[src/rtl/popcnt_pkg.sv]
// Shared types and width helpers for the round-robin ones-count scheduler.
// Used by popcnt_sched and popcnt_chunk.
package popcnt_pkg;

    typedef enum logic [1:0] {
        IDLE  = 2'd0,
        COUNT = 2'd1,
        DONE  = 2'd2
    } state_t;

    function automatic int ones_w(input int w);
        return $clog2(w + 1);
    endfunction

    function automatic int id_w(input int n);
        return (n > 1) ? $clog2(n) : 1;
    endfunction

    localparam int DEF_WIDTH = 16;
    localparam int DEF_CHUNK = 4;
    localparam int ONES_W    = ones_w(DEF_WIDTH);

endpackage

[src/rtl/popcnt_chunk.sv]
// Combinational ones count of one CHUNK-bit slice.
// Single shared instance sits behind the scheduler's shift register.
module popcnt_chunk
    import popcnt_pkg::*;
#(
    parameter int CHUNK = DEF_CHUNK
) (
    input  logic [CHUNK-1:0]           bits,
    output logic [ones_w(CHUNK)-1:0]   ones
);

    localparam int CW = ones_w(CHUNK);

    always_comb begin
        ones = '0;
        for (int i = 0; i < CHUNK; i++) begin
            ones = ones + CW'(bits[i]);
        end
    end

endmodule

[src/rtl/popcnt_sched.sv]
// Round-robin scheduler sharing one chunked ones-count engine among NREQ requesters.
// Define POPCNT_ZERO_SKIP_EN to leave COUNT early once the remaining word is zero.
module popcnt_sched
    import popcnt_pkg::*;
#(
    parameter int NREQ  = 2,
    parameter int WIDTH = DEF_WIDTH,
    parameter int CHUNK = DEF_CHUNK
) (
    input  logic                      clk,
    input  logic                      rst,
    input  logic [NREQ-1:0]           req_valid,
    input  logic [NREQ*WIDTH-1:0]     req_data,
    output logic [NREQ-1:0]           req_ready,
    output logic                      res_valid,
    input  logic                      res_ready,
    output logic [ones_w(WIDTH)-1:0]  res_ones,
    output logic [id_w(NREQ)-1:0]     res_id,
    output logic                      busy
);

    localparam int OW    = ones_w(WIDTH);
    localparam int IW    = id_w(NREQ);
    localparam int CW    = ones_w(CHUNK);
    localparam int BEATS = WIDTH / CHUNK;
    localparam int BW    = $clog2(BEATS) + 1;

    state_t           state_q, state_d;
    logic [WIDTH-1:0] shift_q, shift_d, shift_nx;
    logic [OW-1:0]    acc_q, acc_d;
    logic [IW-1:0]    id_q, id_d;
    logic [IW-1:0]    rr_q, rr_d;
    logic [BW-1:0]    beat_q, beat_d;

    logic [NREQ-1:0]  gnt;
    logic [IW-1:0]    gnt_idx;
    logic             gnt_any;
    logic             last_beat;
    logic [CW-1:0]    chunk_ones;

    popcnt_chunk #(.CHUNK(CHUNK)) u_chunk (
        .bits (shift_q[CHUNK-1:0]),
        .ones (chunk_ones)
    );

    assign shift_nx = shift_q >> CHUNK;

`ifdef POPCNT_ZERO_SKIP_EN
    assign last_beat = (beat_q == BW'(BEATS - 1)) || (shift_nx == '0);
`else
    assign last_beat = (beat_q == BW'(BEATS - 1));
`endif

    // First valid requester at or above rr_q, wrapping around.
    always_comb begin
        int j;
        j       = 0;
        gnt_idx = '0;
        gnt_any = 1'b0;
        for (int k = 0; k < NREQ; k++) begin
            j = (int'(rr_q) + k) % NREQ;
            if (!gnt_any && req_valid[IW'(j)]) begin
                gnt_any = 1'b1;
                gnt_idx = IW'(j);
            end
        end
        gnt = gnt_any ? (NREQ'(1) << gnt_idx) : '0;
    end

    always_ff @(posedge clk or posedge rst) begin
        if (rst) begin
            state_q <= IDLE;
            shift_q <= '0;
            acc_q   <= '0;
            id_q    <= '0;
            rr_q    <= '0;
            beat_q  <= '0;
        end else begin
            state_q <= state_d;
            shift_q <= shift_d;
            acc_q   <= acc_d;
            id_q    <= id_d;
            rr_q    <= rr_d;
            beat_q  <= beat_d;
        end
    end

    always_comb begin
        state_d = state_q;
        unique case (state_q)
            IDLE:    if (gnt_any)   state_d = COUNT;
            COUNT:   if (last_beat) state_d = DONE;
            DONE:    if (res_ready) state_d = IDLE;
            default: state_d = IDLE;
        endcase
    end

    always_comb begin
        shift_d = shift_q;
        acc_d   = acc_q;
        id_d    = id_q;
        rr_d    = rr_q;
        beat_d  = beat_q;
        unique case (state_q)
            IDLE: begin
                if (gnt_any) begin
                    shift_d = req_data[int'(gnt_idx)*WIDTH +: WIDTH];
                    acc_d   = '0;
                    id_d    = gnt_idx;
                    beat_d  = '0;
                    rr_d    = (gnt_idx == IW'(NREQ - 1)) ? '0
                                                         : gnt_idx + IW'(1);
                end
            end
            COUNT: begin
                acc_d   = acc_q + OW'(chunk_ones);
                shift_d = shift_nx;
                beat_d  = beat_q + BW'(1);
            end
            default: ;
        endcase
    end

    always_comb begin
        req_ready = '0;
        res_valid = 1'b0;
        busy      = 1'b1;
        unique case (state_q)
            IDLE: begin
                req_ready = gnt;
                busy      = 1'b0;
            end
            DONE:    res_valid = 1'b1;
            default: ;
        endcase
    end

    assign res_ones = acc_q;
    assign res_id   = id_q;

endmodule

[config.mk]
export PLATFORM = sky130hd
export DESIGN_NAME = popcnt_sched
export DESIGN_NICKNAME = d
export VERILOG_FILES = /design/src/rtl/popcnt_pkg.sv /design/src/rtl/popcnt_chunk.sv /design/src/rtl/popcnt_sched.sv
export SDC_FILE = /design/constraint.sdc
export NUM_CORES = 1
export LEC_CHECK = 0
export CELL_PAD_IN_SITES_DETAIL_PLACEMENT = 1
export CELL_PAD_IN_SITES_GLOBAL_PLACEMENT = 2
export CORE_MARGIN = 1
export CORE_UTILIZATION = 29
export DETAILED_ROUTE_END_ITERATION = 8
export HOLD_SLACK_MARGIN = 0.1
export PLACE_DENSITY_LB_ADDON = 0.1
export SETUP_SLACK_MARGIN = 0.05
export SYNTH_ARGS = -nofsm -noshare
export SYNTH_HDL_FRONTEND = slang
export SYNTH_SLANG_ARGS = --single-unit
[constraint.sdc]
create_clock -name clk -period 3.2 [get_ports clk]
set_clock_uncertainty 0.1 [all_clocks]
set_input_delay 0.48 -clock clk [delete_from_list [all_inputs] [get_ports clk]]
set_output_delay 0.48 -clock clk [all_outputs]
set_load 0.05 [all_outputs]
Word-level counts from Yosys, hierarchy flattened
Index checks and enable logic that the tools add are counted.

Flip-flop bits (word level): 28. Word-level logic and storage cells: 53.

Order comparisons: 2. Mux-type cells: 23. Reduce and logical (&&, ||, !) cells: 7. Shifts and indexed selects: 2. Eq/ne operators: 6. Add/sub/neg operators: 7.

Operators with widths (count): $pmux 16 s2 (1); $shiftx 32x6->16 (1); $mux 16 (1); $mux 1 (11); $mux 2 (5); $pmux 5 s2 (1); $add 3x1->3 (2); $lt 1x3->1 const B (2); $ne 2x2->1 const B (3); $pmux 2 s3 (1); $pmux 3 s2 (1); $add 5x3->5 (1); $mux 5 (1); $reduce_and 2->1 (2); $add 3x1->3 const B (1); $eq 3x2->1 const B (1); $mux 3 (1); $reduce_and 3->1 (1); $add 1x1->1 const B (2); $add 1x1->2 (1); $eq 2x1->1 const B (1); $eq 2x2->1 const B (1); $logic_not 2->1 (1); $reduce_bool 2->1 (1); 3 further kinds (3).

Logic depth before layout (Yosys ltp)
Gate-level depths: netlist of the first run.

Depth in word-level cells: 10. Mapped depth: 10.

Modules after synthesis
Synthesis of the first run repeated with hierarchy kept, for this count alone.

Cell total of the unflattened synthesis: 144. Area total of the unflattened synthesis: 1531.5 µm².

Modules (own cells, without submodules): popcnt_sched (area an instance 1486.4 µm², cells an instance 141, instances 1); popcnt_chunk (area an instance 45.0 µm², cells an instance 3, instances 1).

Least setup slack after synthesis of the first run
OpenSTA, ideal clock, no wires.

Kind: reg2reg. From: register shift_q[0]. To: register acc_q[4] (netlist: res_ones[4]). Setup time: 148 ps. Slack: 865 ps. Cell stages (with the launch flop): 11. Period minus slack after synthesis: 2335 ps. Required time: 2952 ps. Arrival time: 2087 ps. Cells stage by stage: dfrtp_1 -> ha_1 -> inv_1 -> fa_1 -> inv_1 -> ha_1 -> inv_1 -> fa_1 -> nor2b_1 -> o211ai_1 -> mux2i_1.

Cells in the longest elaborated chain, start to end: 5.

RTL lines: start: declaration (line popcnt_sched.sv:29) `logic [WIDTH-1:0] shift_q, shift_d, shift_nx;`; start signal: assignment (line popcnt_sched.sv:80) `shift_q <= shift_d;`; $add 1x1->2 (line popcnt_chunk.sv:17) `ones = ones + CW'(bits[i]);`; $add 3x1->3 (2 in series) (line popcnt_chunk.sv:17); $add 5x3->5 (line popcnt_sched.sv:116) `acc_d = acc_q + OW'(chunk_ones);`; $pmux 5 s2 (line popcnt_sched.sv:104) `unique case (state_q)`; end signal: assignment (line popcnt_sched.sv:74) `acc_q <= '0;`; end signal: assignment (line popcnt_sched.sv:81) `acc_q <= acc_d;`; end: declaration (line popcnt_sched.sv:30) `logic [OW-1:0] acc_q, acc_d;`.

No other way between the ends. A chain may end at the register's enable or synchronous reset.

Worst setup path in the final report of the first run
Ends and elaborated chain as after synthesis.

==> results of run 1 <==
through the flow:
step,util (%),power [mW],instances
after floorplan,-,1.66,142
after global placement,40.7,1.96,253
after detailed placement,40.7,2.03,253
after CTS,42.1,2.33,257
after global routing,42.1,2.49,257
final,42.1,2.29,257
worst paths after layout:
kind | startpoint | endpoint | cells after the start
max reg2reg | shift_q[0] | res_ones[4] | 10
max | shift_q[0] | res_ones[4] | 10
min | res_id | res_id | 1
max in group asynchronous | rst | res_ones[2] | 3
min reg2reg | res_id | res_id | 1
min in group asynchronous | rst | shift_q[8] | 3
power breakdown:
part | switching [mW] | total, mW | internal [mW] | leakage [nW]
Clock | 0.116 | 0.284 | 0.168 | 0.0357
Sequential | 0.130 | 0.665 | 0.535 | 0.342
Combinational | 0.742 | 1.34 | 0.597 | 0.603
Total | 0.987 | 2.29 | 1.30 | 0.981
area by class of cell:
type | instances | area [um2]
clock buffer | 3 | 41.3
clock inverter | 1 | 30.0
fill | 607 | 2980
inverter | 12 | 45.0
multi-input combinational | 93 | 752
sequential | 28 | 701
tap | 70 | 87.6
timing repair buffer | 50 | 508
metal layers:
metal	up-vias	share of wire [%]	GRT usage, %
li1	594	-	-
met1	600	47	18.8
met2	33	47	23.6
met3	6	4.0	2.12
met4	0	1.6	6.58
met5	-	0	0
worst max-delay path: cells and delay by family (launching register included):
kind	cells	cell delay, ps
adders and majority gates	4	1240
DFF	1	400
and+or+nand+nor	1	200
buffers and inverters	3	190
muxes	1	150
AOI/OAI and AO/OA	1	130
registers in the layout, indices dropped and copies added, names as in the netlist:
name	count
state_q	2
res_ones	5
shift_q	16
rr_q	1
beat_q	3
res_id	1
synth_stat cells (2+ instances only):
master | number | area share [%]
buf_4 | 2 | 0.96
o21ai_2 | 4 | 2.2
ha_1 | 7 | 5.6
nor2b_1 | 2 | 0.80
dfrtp_1 | 28 | 45
o21ai_0 | 4 | 1.3
nand3_1 | 8 | 2.6
mux2i_1 | 18 | 12
inv_1 | 12 | 2.9
fa_1 | 2 | 2.6
o221a_2 | 12 | 8.6
buf_2 | 5 | 1.6
nand2_1 | 17 | 4.1
nor2_1 | 4 | 0.96
kinds of logic (layout without fill, tap and decap cells):
family | count (synthesis) | after routing | share of synthesized area [%]
flip-flops | 28 | 28 | 44.8
XOR/XNOR | 1 | 1 | 1.04
adder cells (fa/ha/maj) | 9 | 9 | 8.16
buffers and inverters | 21 | 66 | 7.12
AND/OR/NAND/NOR | 38 | 38 | 11.8
multiplexers | 18 | 18 | 11.5
AO/OA/AOI/OAI | 27 | 27 | 15.6
==> flow_summary_export.csv, run 1 <==
group,metric,value,unit
outcome,status,"complete, no violations",
global_routing,grt_pass1_vias,1284,
global_routing,grt_usage,14.4,%
detailed_routing,wl_per_cell,14.6,um
cells_and_area,diodes,0,
sta,layout_min_cycle_time,2540,ps
floorplanning,core_area,5140,um2
sta,maxSlewViolCount,0,
synthesis,synthArstFlopShare,100,%
worst_setup_path,cp_common_cell,"inv_1",
worst_setup_path,critPathLaunchType,"flop",
flow_run,max_cap_viol_count,0,
floorplanning,io_pins,47,
clocking,root_buffer,"clkbuf_8",
synthesis,syn_nets,188,
sta,fin_crit_sh,79.2,%
global_routing,globalRouteOverflowTotal,0,
sta,relSlewSlack,28.8,%
global_routing,antenna_found_initial,0,
sta,setup_viol,0,
cells_and_area,fin_area,2160,um2
clocking,cts_buffer_depth,2,
synthesis,synth_warnings,0,
floorplanning,start_util,30.4,%
detailed_routing,via_per_inst,4.80,
synthesis,synthDistinctLibCells,31,
clocking,clock_sinks,28,
cells_and_area,layout.cells.most_common,"clkdlybuf4s50_1",
detailed_routing,postRouteAntennaNets,0,
synthesis,ys_seq_area_share,44.8,%
worst_setup_path,arrival,2600,ps
sta,tns,0,ps
clocking,clk_pin_slew_worst_paths,100,ps
synthesis,synth_area_per_cell,11.0,um2
worst_setup_path,critical_path.max_fanout,2,
power_and_ir_drop,power.density,1060,nW/um2
detailed_routing,drcViolationCount,0,
clocking,ctsResizeCount,0,
synthesis,netlist_area,1560,um2
floorplanning,die_width,75.4,um
worst_setup_path,ff2ff_setup_slack,660,ps
synthesis,ys.flop_type,"dfrtp_1",
clocking,cts_tree,"yes",
sta,fmaxAchievable,394,MHz
cells_and_area,areaGrowthSynthToFinish,38.4,%
sta,tightest_slew,1070,ps
synthesis,netlist_instances,142,
clocking,ctsHoldBuffers,0,
global_routing,grt_pass1_wl,6.07,mm
floorplanning,die_h,75.4,um
clocking,post_cts.repair.setup_buffers,0,
detailed_routing,drt_iter0_drc,43,
synthesis,synth_edf_count,0,
worst_setup_path,crit_chain,"ha_1 > inv_1 > fa_1 > inv_1 > ha_1 > inv_1 > fa_1 > nor2b_1 > o211ai_1 > mux2i_1",
worst_setup_path,max_stage_delay,400,ps
cells_and_area,layout_common_cells,"43 x clkdlybuf4s50_1, 28 x dfrtp_1, 18 x mux2i_1, 17 x nand2_1",
floorplanning,dieArea,5690,um2
place,gp_routability_congestion,0.682,
worst_setup_path,required,3260,ps
clocking,cts_max_level,1,
worst_setup_path,cp-end-kind,"flop",
min_path,hp-class,"flop to flop",
place,numPortBuffers,45,
detailed_routing,dr.pass1.iters,5,
synthesis,ys_ff_latch,28,
place,dp_slack,662,ps
clocking,clk-insertion-delay-late,280,ps
global_routing,grt_max_degree,29,
cells_and_area,fin_nets,234,
floorplanning,row_count,26,
place,dpl.hpwl,2.70,mm
power_and_ir_drop,max-vdd-ir-drop,0.491,mV
sta,rsz0062_at_grt,"no",
worst_setup_path,critPathKind,"flop to flop",
detailed_routing,wirelength,3.74,mm
place,dpl_cell_area,2090,um2
worst_setup_path,crit_path_top_delay_cell,"dfrtp_1",
detailed_routing,vias,1233,
sta,setup_ws,665,ps
sta,hold_viol_final,0,
cells_and_area,drive_gt1_share,16.0,%
power_and_ir_drop,leakagePower,0.981,nW
sta,hold_ws,395,ps
clocking,cts_inserted_buffers,3,
(Power assumes the default switching activity.)
==> run 2: changes to the inputs <==
==> constraint.sdc (replaced) <==
create_clock -name clk -period 2.6 [get_ports clk]
set_clock_uncertainty 0.1 [all_clocks]
set_input_delay 0.39 -clock clk [delete_from_list [all_inputs] [get_ports clk]]
set_output_delay 0.39 -clock clk [all_outputs]
set_load 0.05 [all_outputs]
==> run 2 against run 1 <==
  * Worst hold slack worse by 15 ps
  * Sequential power up 25%
  * Setup slack worse by 530 ps
  * Design area up 0.81%
  * Die area unchanged
  * Global-route usage down 0.24 points
  * Maximum frequency up 2.9%
  * Critical path depth unchanged
  * Final cell count up 0.78%
  * Flip-flop and latch count unchanged
  * Total power up 26%
  * Combinational power up 27%
==> flow_summary_export.csv, run 2 (same netlist as run 1, synthesis figures left out) <==
group,metric,value,unit
cells_and_area,regMostFlops,"shift_q",
cells_and_area,areaGrowthSynthToFinish,39.5,%
clocking,ctsHoldBuffers,0,
global_routing,grt_pass1_wl,6.02,mm
place,dpl_cell_area,2100,um2
cells_and_area,largest_register_ffs,16,
sta,setup_viol,0,
detailed_routing,drcViolationCount,0,
cells_and_area,multi_input_area,754,um2
sta,setup_ws,136,ps
flow_run,max_cap_viol_count,0,
worst_setup_path,crit_path_top_delay_cell,"fa_1",
power_and_ir_drop,max-vdd-ir-drop,0.442,mV
clocking,cts_max_level,1,
cells_and_area,finalNonFillerCells,259,
place,dp_slack,147,ps
worst_setup_path,critPathKind,"flop to flop",
worst_setup_path,critical_path.max_fanout,2,
clocking,cts_inserted_buffers,3,
global_routing,grt_usage,14.1,%
global_routing,grt_max_degree,29,
floorplanning,dieArea,5690,um2
detailed_routing,dr.pass1.iters,4,
clocking,clock_sinks,28,
worst_setup_path,critPathLaunchType,"flop",
detailed_routing,via_per_inst,4.85,
floorplanning,io_pins,47,
detailed_routing,drt_iter0_drc,44,
sta,relSlewSlack,59.9,%
detailed_routing,wl_per_cell,14.7,um
worst_setup_path,required,2660,ps
place,place_inst,254,
floorplanning,die_h,75.4,um
cells_and_area,drive_gt1_share,17.5,%
power_and_ir_drop,power.density,1320,nW/um2
global_routing,grt_pass1_vias,1300,
worst_setup_path,crit_start,"shift_q[0]",
power_and_ir_drop,netSwitchingFraction,42.9,%
detailed_routing,vias,1256,
global_routing,globalRouteOverflowTotal,0,
worst_setup_path,crit_chain,"ha_1 > inv_1 > fa_1 > inv_1 > ha_1 > inv_1 > fa_2 > nor2b_1 > o211ai_1 > mux2i_1",
worst_setup_path,cp-end-kind,"flop",
global_routing,antenna_found_initial,0,
clocking,root_buffer,"clkbuf_8",
floorplanning,die_width,75.4,um
cells_and_area,fin_area,2180,um2
outcome,status,"complete, no violations",
sta,fmaxAchievable,406,MHz
floorplanning,row_count,26,
cells_and_area,final_util,42.5,%
power_and_ir_drop,leakagePower,0.991,nW
cells_and_area,diodes,0,
detailed_routing,wirelength,3.80,mm
power_and_ir_drop,pwr-share-clk,11.9,%
place,numPortBuffers,45,
min_path,hp-class,"input port to asynchronous set/reset pin",
sta,tns,0,ps
power_and_ir_drop,combPwrFrac,59.2,%
sta,fin_crit_sh,94.8,%
detailed_routing,postRouteAntennaNets,0,
sta,tightest_slew,601,ps
sta,maxSlewViolCount,0,
worst_setup_path,r2r-start,"shift_q[0]",
worst_setup_path,cp_common_cell,"inv_1",
power_and_ir_drop,seqPwrFrac,28.9,%
worst_setup_path,max_stage_delay,410,ps
power_and_ir_drop,finalPower,2.88,mW
floorplanning,start_util,30.4,%
clocking,clk-insertion-delay-late,280,ps
clocking,cts_buffer_depth,2,
floorplanning,core_area,5140,um2
power_and_ir_drop,p_int,1.64,mW
place,gp_routability_congestion,0.665,
clocking,cts_tree,"yes",
sta,hold_ws,381,ps
clocking,clk_pin_slew_worst_paths,100,ps
cells_and_area,layout_common_cells,"43 x clkdlybuf4s50_1, 28 x dfrtp_1, 18 x mux2i_1, 17 x nand2_1",
cells_and_area,regArea,701,um2
sta,rsz0062_at_grt,"yes",
sta,hold_viol_final,0,
cells_and_area,layout.cells.most_common,"clkdlybuf4s50_1",
cells_and_area,nFillCells,587,
power_and_ir_drop,power_switching,1.23,mW
sta,layout_min_cycle_time,2460,ps
cells_and_area,fin_nets,236,
place,dpl.hpwl,2.77,mm
worst_setup_path,arrival,2520,ps
==> run 2: layout make-up <==
cell class                 count  area share, %
clock buffer                   3           1.89
clock inverter                 1           1.38
inverter                      12           2.06
multi-input combinational     93           34.6
sequential                    28           32.1
tap                           70           4.01
timing repair buffer          52           24.0
==> run 2: power groups by stage <==
stage | clock [mW] | combinational, mW | sequential, mW
2_1_floorplan | 0 | 1.12 | 0.917
3_3_place_gp | 0 | 1.61 | 0.829
3_5_place_dp | 0 | 1.67 | 0.840
4_1_cts | 0.356 | 1.68 | 0.832
5_1_grt | 0.372 | 1.91 | 0.862
6_report | 0.342 | 1.70 | 0.831
==> run 2: final timing paths <==
kind / slack [ps] / to / cells after the start
worst max-delay path: 140 / res_ones[4] / 10
worst min-delay path: 380 / res_id / 3
worst max register to register: 140 / res_ones[4] / 10
worst min register to register: 380 / res_ones[4] / 1
max in group asynchronous: 1750 / res_ones[4] / 3
min in group clk: 380 / res_ones[4] / 1
==> run 2: worst max-delay path, delay by kind of cell (launching register included) <==
family          cells  cell delay, ps
fa+ha+maj           4            1210
flops               1             400
buf+inv             3             200
simple gates        1             170
mux                 1             150
compound gates      1             120
==> run 2: repair_timing <==
action                                  in CTS  in global routing
gates resized for setup                      0                  2
endpoints found under the setup margin       0                  2
buffers inserted                             0                  1
==> run 2: per-layer routing <==
layer	global-route usage [%]	up-vias	wire length, um
met1	18.2	633	1760
met5	0	-	0
met3	3.31	2	123
met4	2.47	0	22
met2	24.6	27	1890
li1	-	594	-
